### src/rtl/csa_bist_engine.sv
// csa_bist_engine: built-in self-test engine for a WIDTH-bit carry-select adder.
// It issues {x,y} operand pairs, either exhaustively or from an LFSR, and drives
// the golden sums {x+y+1, x+y}. After DUT_LAT clocks it checks the DUT response,
// counts mismatches and records the ordinal of the first failing pattern.
// Ports:
//   clk, init (async active-high reset)
//   test (advance enable), start (run request), mode (0 exhaustive, 1 LFSR)
//   test_data / desired_output (to DUT), dut_resp (from DUT)
//   busy, done, pass, err_count, first_fail_idx (status to the controller)
module csa_bist_engine #(
   parameter int          WIDTH     = 4,
   parameter int          DUT_LAT   = 1,
   parameter logic [15:0] LFSR_TAPS = 16'h00B8,
   parameter int          ERR_W     = 16
) (
   input  logic                 clk,
   input  logic                 init,
   input  logic                 test,
   input  logic                 start,
   input  logic                 mode,
   output logic [2*WIDTH-1:0]   test_data,
   output logic [2*WIDTH+1:0]   desired_output,
   input  logic [2*WIDTH+1:0]   dut_resp,
   output logic                 busy,
   output logic                 done,
   output logic                 pass,
   output logic [ERR_W-1:0]     err_count,
   output logic [2*WIDTH-1:0]   first_fail_idx
);

   localparam int PW = 2 * WIDTH;
   localparam int OW = PW + 2;
   localparam int CW = PW + 1;
   localparam int PD = (DUT_LAT > 0) ? DUT_LAT : 1;

   localparam logic [1:0] S_IDLE  = 2'd0;
   localparam logic [1:0] S_RUN   = 2'd1;
   localparam logic [1:0] S_DRAIN = 2'd2;
   localparam logic [1:0] S_DONE  = 2'd3;

   // Ordinal of the final issue for each pattern source.
   localparam logic [CW-1:0] EXH_LAST  = CW'((1 << PW) - 1);
   localparam logic [CW-1:0] LFSR_LAST = CW'((1 << PW) - 2);
   localparam logic [3:0]    DRN_LAST  = 4'(DUT_LAT - 1);

   logic [1:0]       r_state;
   logic [PW-1:0]    r_pat;
   logic             r_mode;
   logic [CW-1:0]    r_cnt;
   logic [3:0]       r_drain;
   logic [ERR_W-1:0] r_err;
   logic [PW-1:0]    r_ffi;
   logic             r_seen;

   logic [WIDTH-1:0] w_x;
   logic [WIDTH-1:0] w_y;
   logic [WIDTH:0]   w_sum0;
   logic [WIDTH:0]   w_sum1;
   logic             w_issue;
   logic             w_last;
   logic             w_fb;
   logic [PW-1:0]    w_next;
   logic             w_start;
   logic             w_cv;
   logic [OW-1:0]    w_ce;
   logic [PW-1:0]    w_ci;
   logic             w_miss;

   assign w_x    = r_pat[PW-1:WIDTH];
   assign w_y    = r_pat[WIDTH-1:0];
   assign w_sum0 = {1'b0, w_x} + {1'b0, w_y};
   // x+y+1 peaks at 2^(WIDTH+1)-1, so WIDTH+1 bits never overflow.
   assign w_sum1 = w_sum0 + 1'b1;

   assign test_data      = r_pat;
   assign desired_output = {w_sum1, w_sum0};

   assign w_issue = (r_state == S_RUN) && test;
   assign w_last  = w_issue &&
                    (r_cnt == (r_mode ? LFSR_LAST : EXH_LAST));
   assign w_fb    = ^(r_pat & LFSR_TAPS[PW-1:0]);
   assign w_next  = r_mode ? {r_pat[PW-2:0], w_fb}
                           : r_pat + 1'b1;
   assign w_start = start &&
                    ((r_state == S_IDLE) || (r_state == S_DONE));

   // Expected value and ordinal travel alongside the DUT latency.
   generate
      if (DUT_LAT > 0) begin : g_pipe
         logic [PD-1:0] r_pv;
         logic [OW-1:0] r_pe [PD];
         logic [PW-1:0] r_pi [PD];

         always_ff @(posedge clk or posedge init) begin
            if (init) begin
               r_pv <= '0;
               for (int i = 0; i < PD; i++) begin
                  r_pe[i] <= '0;
                  r_pi[i] <= '0;
               end
            end else begin
               r_pv[0] <= w_issue;
               r_pe[0] <= desired_output;
               r_pi[0] <= r_cnt[PW-1:0];
               for (int i = 1; i < PD; i++) begin
                  r_pv[i] <= r_pv[i-1];
                  r_pe[i] <= r_pe[i-1];
                  r_pi[i] <= r_pi[i-1];
               end
            end
         end

         assign w_cv = r_pv[PD-1];
         assign w_ce = r_pe[PD-1];
         assign w_ci = r_pi[PD-1];
      end else begin : g_nopipe
         assign w_cv = w_issue;
         assign w_ce = desired_output;
         assign w_ci = r_cnt[PW-1:0];
      end
   endgenerate

   assign w_miss = w_cv && (dut_resp != w_ce);

   always_ff @(posedge clk or posedge init) begin
      if (init) begin
         r_state <= S_IDLE;
         r_pat   <= '0;
         r_mode  <= 1'b0;
         r_cnt   <= '0;
         r_drain <= '0;
      end else begin
         unique case (r_state)
            S_IDLE, S_DONE: begin
               if (start) begin
                  r_state <= S_RUN;
                  r_mode  <= mode;
                  r_pat   <= mode ? PW'(1) : '0;
                  r_cnt   <= '0;
                  r_drain <= '0;
               end
            end
            S_RUN: begin
               if (test) begin
                  r_pat <= w_next;
                  r_cnt <= r_cnt + 1'b1;
                  if (w_last) begin
                     r_state <= (DUT_LAT > 0) ? S_DRAIN : S_DONE;
                     r_drain <= '0;
                  end
               end
            end
            S_DRAIN: begin
               if (r_drain == DRN_LAST)
                  r_state <= S_DONE;
               else
                  r_drain <= r_drain + 1'b1;
            end
            default: r_state <= S_IDLE;
         endcase
      end
   end

   // The pipe is empty whenever start is accepted, so a clear
   // never races with a pending compare.
   always_ff @(posedge clk or posedge init) begin
      if (init) begin
         r_err  <= '0;
         r_ffi  <= '0;
         r_seen <= 1'b0;
      end else if (w_start) begin
         r_err  <= '0;
         r_ffi  <= '0;
         r_seen <= 1'b0;
      end else if (w_miss) begin
         if (r_err != '1)
            r_err <= r_err + 1'b1;
         if (!r_seen) begin
            r_ffi  <= w_ci;
            r_seen <= 1'b1;
         end
      end
   end

   assign busy           = (r_state == S_RUN) || (r_state == S_DRAIN);
   assign done           = (r_state == S_DONE);
   assign pass           = done && (r_err == '0);
   assign err_count      = r_err;
   assign first_fail_idx = r_ffi;

endmodule
### config.mk
export PLATFORM = sky130hd
export DESIGN_NAME = csa_bist_engine
export DESIGN_NICKNAME = d
export VERILOG_FILES = /design/src/rtl/csa_bist_engine.sv
export SDC_FILE = /design/constraint.sdc
export NUM_CORES = 1
export LEC_CHECK = 0
export CAP_MARGIN = 0
export CELL_PAD_IN_SITES_DETAIL_PLACEMENT = 1
export CELL_PAD_IN_SITES_GLOBAL_PLACEMENT = 2
export CORE_MARGIN = 4
export CORE_UTILIZATION = 30
export DETAILED_ROUTE_END_ITERATION = 16
export PLACE_DENSITY_LB_ADDON = 0.05
export REMOVE_ABC_BUFFERS = 1
export SETUP_SLACK_MARGIN = 0.5
export SYNTH_ARGS = -nofsm -noshare
export SYNTH_HDL_FRONTEND = slang
export SYNTH_SLANG_ARGS = --single-unit
### constraint.sdc
create_clock -name clk -period 2.6 [get_ports clk]
set_input_delay 0.26 -clock clk [delete_from_list [all_inputs] [get_ports clk]]
set_output_delay 0.26 -clock clk [all_outputs]
set_load 0.02 [all_outputs]
==> results of run 1 <==
## layer usage
metal / up-vias / part of all wire (%)
li1: 1481 / -
met1: 1547 / 45
met3: 11 / 3.6
met5: - / 0
met4: 0 / 1.3
met2: 42 / 51
## worst max-delay path: stages, from the launching register on
cell and delay [ns]:
dfrtp_1 0.39, buf_4 0.15, fa_2 0.41, xor2_2 0.25
buf_4 0.19, xor2_2 0.17, buf_4 0.17
## cell usage in the layout, fill, tap and decap left out, drive strengths merged, types with 13 or more instances in the layout
master / count
ha: 15
inv: 16
a21oi: 32
o21ai: 15
dfrtp: 68
nand3: 20
xor2: 16
clkdlybuf4s50: 49
nand2: 36
o31ai: 13
buf: 35
nor2: 19
## what timing repair did
item,in CTS,in global routing
gates resized for setup,58,13
setup endpoints to repair,11,18
setup buffers,4,5
pin swaps,6,7
gates cloned,0,1
## where the power goes
part / switching, uW / total, uW / internal (uW)
clock network: 488 / 1380 / 895
logic: 893 / 1540 / 652
registers: 133 / 1350 / 1210
## flip-flops by register name, indices dropped and copies added, names as in the netlist
register        cells
r_mode              1
test_data           8
r_seen              1
r_cnt               9
g_pipe.r_pv         1
r_state             2
r_drain             4
g_pipe.r_pi         8
g_pipe.r_pe        10
err_count          16
first_fail_idx      8
## cell families (layout without fill, tap and decap cells)
family	Yosys count	after routing	synth area share, %
mux	3	3	0.877
xor+xnor	28	28	6.87
buf+inv	31	118	3.86
simple gates	127	128	18.9
flops	68	68	47.7
fa+ha+maj	16	16	5.82
compound gates	87	87	15.9
## area by class of cell
type	instances	share of cell area [%]
Inverter	16	1.22
Timing Repair Buffer	86	16.5
Clock inverter	5	1.67
Clock buffer	11	5.12
Sequential cell	68	34.5
Multi-Input combinational cell	262	37.4
Tap cell	143	3.62
## worst max-delay path by stage
| stage | to | from |
|---|---|---|
| after floorplan | desired_output[9] | test_data[4] |
| after global placement | desired_output[9] | test_data[0] |
| after detailed placement | desired_output[9] | test_data[0] |
| after CTS | desired_output[9] | test_data[0] |
| after global routing | desired_output[7] | test_data[0] |
| final | desired_output[7] | test_data[1] |
## per-stage QoR
stage / cells / instance area, um2 / util (%) / hold WS, ns / worst slack, ns
5_1_grt: 591 / 4940 / 42.9 / 0.357 / 0.185
3_5_place_dp: 565 / 4420 / 38.4 / 0.439 / 0.0496
2_1_floorplan: 345 / 3490 / - / 0.377 / 0.0201
3_3_place_gp: 565 / 4420 / 38.4 / 0.439 / 0.0997
6_report: 591 / 4940 / 42.9 / 0.318 / 0.280
4_1_cts: 585 / 4820 / 41.9 / 0.337 / 0.238
==> reports/summary.txt, run 1 <==
Synth area leader = dfrtp_1
Drt total wl = 10400 um
Reg-to-Reg Start = r_state[0]
Largest net degree at the start of global routing = 69
CP Max Fanout = 3
Setup crit end kind = output pin
Post-DR vias/cell = 5.21
# rows = 39
Share of layout cells above drive strength 1 = 17.6%
Max clock buf depth = 2
Synth Warn # = 0
Area share of the largest cell type after synthesis = 47.7%
CTS tree = done
CTS H-tree depth = 3
Worst path required time = 2.34 ns
Starting Density = 31.0%
# DRC = 0
Worst-margin pin slew = 0.536 ns
Startpoint Class = register
Clock latency on the worst-skew pair = 0.34 ns
Post-synthesis cell type count = 52
Die W = 117 um
Met3 usage = 4.68%
Max cap viols = 0
Arr. time, crit path = 2.06 ns
P per Cell Area = 865 nW/um2
Io pins = 60
Antenna violations before repair = 0
IO Port Bufs = 59
Clk pin slew, worst setup/hold paths = 0.05 ns
Final worst path period share = 89.2%
RSZ-0062 raised after global routing = true
First-pass GRT wire length = 16500 um
R2R Setup Slk = 0.56 ns
Die ar. = 13700 um2
Met1 usage = 19.0%
Critical path type = reg -> out
Register area = 1700 um2
Reg2Reg Depth = 6
Mapped cell area = 3570 um2
Leak = 0.00225 uW
Placer Congestion = 0.731
Total power = 4270 uW
# nets final = 474
Setup violators final = 0
Synth-to-layout area growth = 38.5%
Total grt overflow = 0
VDD IR max = 0.445 mV
First-pass detailed-route iteration total = 4
Synth area leaders = dfrtp_1 48%, ha_1 5.3%, a21oi_1 4.5%
Fin. Hold Viols = 0
Max Slew Vio Count = 0
Met2 Use GR = 27.2%
Hold buffers post-CTS = 0
Worst min-delay path class = in -> async
Fillcell total = 1298
Seq cells post-synth = 68
Die extent in y = 117 um
Post-synth EDFFs = 0
Gate Count Post-Synth = 360
Async SR Flop Fraction = 100%
CORE AREA = 11500 um2
Avg Cell Area, Syn = 9.91 um2
Worst r2r dst = test_data[0]
Post-DP HPWL = 6970 um
Gr busiest metal = met2
Status = finished clean
Max transition margin = 64.1%
Antenna Nets Post-Route = 0
Clock Skews = 0.00768 ns
Cell with the most instances after synthesis = dfrtp_1
Area of the multi-input gates = 1850 um2
Tmin final = 2.32 ns
Synth Flop Type = dfrtp_1
Final setup TNS = 0 ns
Iteration-0 DRC Markers = 91
Vias in the first global route = 3201
DR vias = 3081
CTS root buf = clkbuf_16
Seq/Total Area, Yosys = 47.7%
Inserted Clock Buffers = 9
Ant. Diodes = 0
GR Util All Layers = 15.8%
Wire length per cell = 17.5 um
Fmax = 431 MHz
Clock Sinks = 68
List of most frequent post-synthesis cells = 68 x dfrtp_1, 36 x nand2_1, 32 x a21oi_1
Power figures use the tool's default switching activity.
==> run 2, diff against run 1 <==
Settings changed: ABC_AREA from default to 1.
==> run 2 against run 1 <==
Net effect: first-iteration DRC count rose by 69%; area after synthesis rose by 6.0%; sequential power rose by 13%; worst hold slack got worse by 0.019 ns; cell count rose by 26%; utilization fell by 0.49 points; largest power group unchanged.
==> reports/summary.txt, run 2 <==
Status = finished clean
Antenna violations before repair = 0
Share of layout cells above drive strength 1 = 12.5%
Critical-path cell list = ha_2, fa_2, buf_4, nand3_1, xnor2_1, buf_4
Top Family by Delay on Critical Path = adder cells
Fin. Hold Viols = 0
CTS root buf = clkbuf_16
Fmax = 424 MHz
Vias in the first global route = 3571
Seq/Total Area, Yosys = 45.0%
First-pass detailed-route iteration total = 4
Clock Skews = 0.00424 ns
# DRC = 0
List of most frequent post-synthesis cells = 134 x nand2_1, 68 x dfrtp_1, 59 x inv_1
Hold buffers post-CTS = 0
Synth area leader = dfrtp_1
Ant. Diodes = 0
CP Max Fanout = 3
Slowest Stage Delay on Critical Path = 0.58 ns
Post-DR vias/cell = 4.60
Avg Cell Area, Syn = 7.83 um2
Synth-to-layout area growth = 36.4%
Max Slew Vio Count = 0
RSZ-0062 raised after global routing = true
R2R Setup Slk = 0.69 ns
Synth Flop Type = dfrtp_1
Iteration-0 DRC Markers = 154
VDD IR max = 0.443 mV
Slowest-stage cell, CP = fa_2
Reg-to-Reg Start = r_state[0]
Setup violators final = 0
First-pass GRT wire length = 18400 um
Mapped cell area = 3780 um2
GR Util All Layers = 16.0%
Max cap viols = 0
# rows = 40
Synth area leaders = dfrtp_1 45%, nand2_1 13%, inv_1 5.9%
Setup crit end kind = output pin
Total grt overflow = 0
CTS H-tree depth = 3
Reg2Reg Depth = 8
Worst-margin pin slew = 0.529 ns
Tmin final = 2.36 ns
Clock Sinks = 68
P per Cell Area = 1090 nW/um2
CTS tree = done
Critical path's most frequent cell = buf_4
IO Port Bufs = 59
Drt total wl = 10800 um
Crit path buf inv count = 2
Worst path required time = 2.34 ns
Die W = 120 um
Clock latency on the worst-skew pair = 0.33 ns
Critical path type = reg -> out
Max clock buf depth = 2
CORE AREA = 12200 um2
Slack of the critical path = 0.241 ns
Gate Count Post-Synth = 483
DR vias = 3421
# nets final = 601
Starting Density = 31.1%
Post-synthesis cell type count = 38
Die extent in y = 120 um
Worst min-delay path class = in -> async
Final setup TNS = 0 ns
Die ar. = 14500 um2
Synth Warn # = 0
Clk pin slew, worst setup/hold paths = 0.05 ns
Cell with the most instances after synthesis = nand2_1
Async SR Flop Fraction = 100%
Post-DP HPWL = 8210 um
Inserted Clock Buffers = 9
Largest net degree at the start of global routing = 29
Pre-CTS WS = 0.0264 ns
Post-synth EDFFs = 0
Io pins = 60
Seq cells post-synth = 68
Max transition margin = 64.7%
Wire length per cell = 14.5 um
Arr. time, crit path = 2.10 ns
Leak = 0.00247 uW
Commonest non-fill, non-tap cell in the layout = nand2_1
Worst r2r dst = r_cnt[3]
Total power = 5600 uW
Final worst path period share = 90.7%
Antenna Nets Post-Route = 0
Startpoint Class = register
Placer Congestion = 0.785
Area share of the largest cell type after synthesis = 45.0%
Number of flip-flops under the largest register name = 16
Most frequent cells in the layout = 131 x nand2_1, 68 x dfrtp_1, 57 x inv_1
==> run 2: worst reg2reg max path: cells and delay by family, from the launching register on <==
family | cells | cell delay (ns)
flops | 1 | 0.42
simple gates | 3 | 0.39
buf+inv | 2 | 0.37
compound gates | 2 | 0.34
fa+ha+maj | 1 | 0.28
==> run 2: layout make-up <==
cell class / count / area [um2]
fill: 1486 / 7000
multi-input combinational: 345 / 1950
sequential: 68 / 1700
timing repair buffer: 85 / 786
clock buffer: 15 / 278
inverter: 61 / 229
tap: 168 / 210
clock inverter: 1 / 5.00
==> run 2: kinds of logic (layout without fill, tap and decap cells) <==
group,after synthesis,count (layout),share of synthesized area [%]
AOI/OAI and AO/OA,42,42,6.45
xor gates and xnor gates,26,26,6.02
adders and majority gates,16,16,5.49
buffers and inverters,70,162,7.21
DFF,68,68,45.0
and+or+nand+nor,261,261,29.8
==> run 2: what timing repair did <==
action,CTS,global route
buffers inserted,3,4
pin swaps,4,4
cloned,0,0
setup endpoints to repair,18,40
gates resized for setup,54,18
==> run 2: worst max path at each step <==
stage,startpoint,end,slack [ns],cells past startpoint
after floorplan,test_data[0],desired_output[8],0.02,5
final,test_data[0],desired_output[8],0.24,6
after global routing,test_data[0],desired_output[8],0.17,6
after detailed placement,test_data[0],desired_output[9],0.03,6
after global placement,test_data[0],desired_output[8],0.1,6
after CTS,test_data[0],desired_output[9],0.22,6
==> run 2: metal layers <==
layer / vias to the layer above / global-route usage (%) / routed length [um]
met5: - / 0 / 0
met4: 0 / 5.38 / 161
met3: 11 / 2.67 / 301
met2: 38 / 27.0 / 5340
met1: 1655 / 21.0 / 4950
li1: 1717 / - / -
==> run 2: through the flow <==
stage / hold WS (ns) / utilization (%) / cells / cell area, um2
2_1_floorplan: 0.381 / - / 474 / 3740
3_3_place_gp: 0.432 / 38.6 / 720 / 4690
3_5_place_dp: 0.440 / 38.6 / 720 / 4690
4_1_cts: 0.316 / 41.6 / 739 / 5060
5_1_grt: 0.352 / 42.4 / 743 / 5160
6_report: 0.299 / 42.4 / 743 / 5160
==> run 2: where the power goes <==
part	switching, uW	total [uW]	internal [uW]
logic	1740	2920	1180
clock network	435	1160	723
registers	216	1520	1310
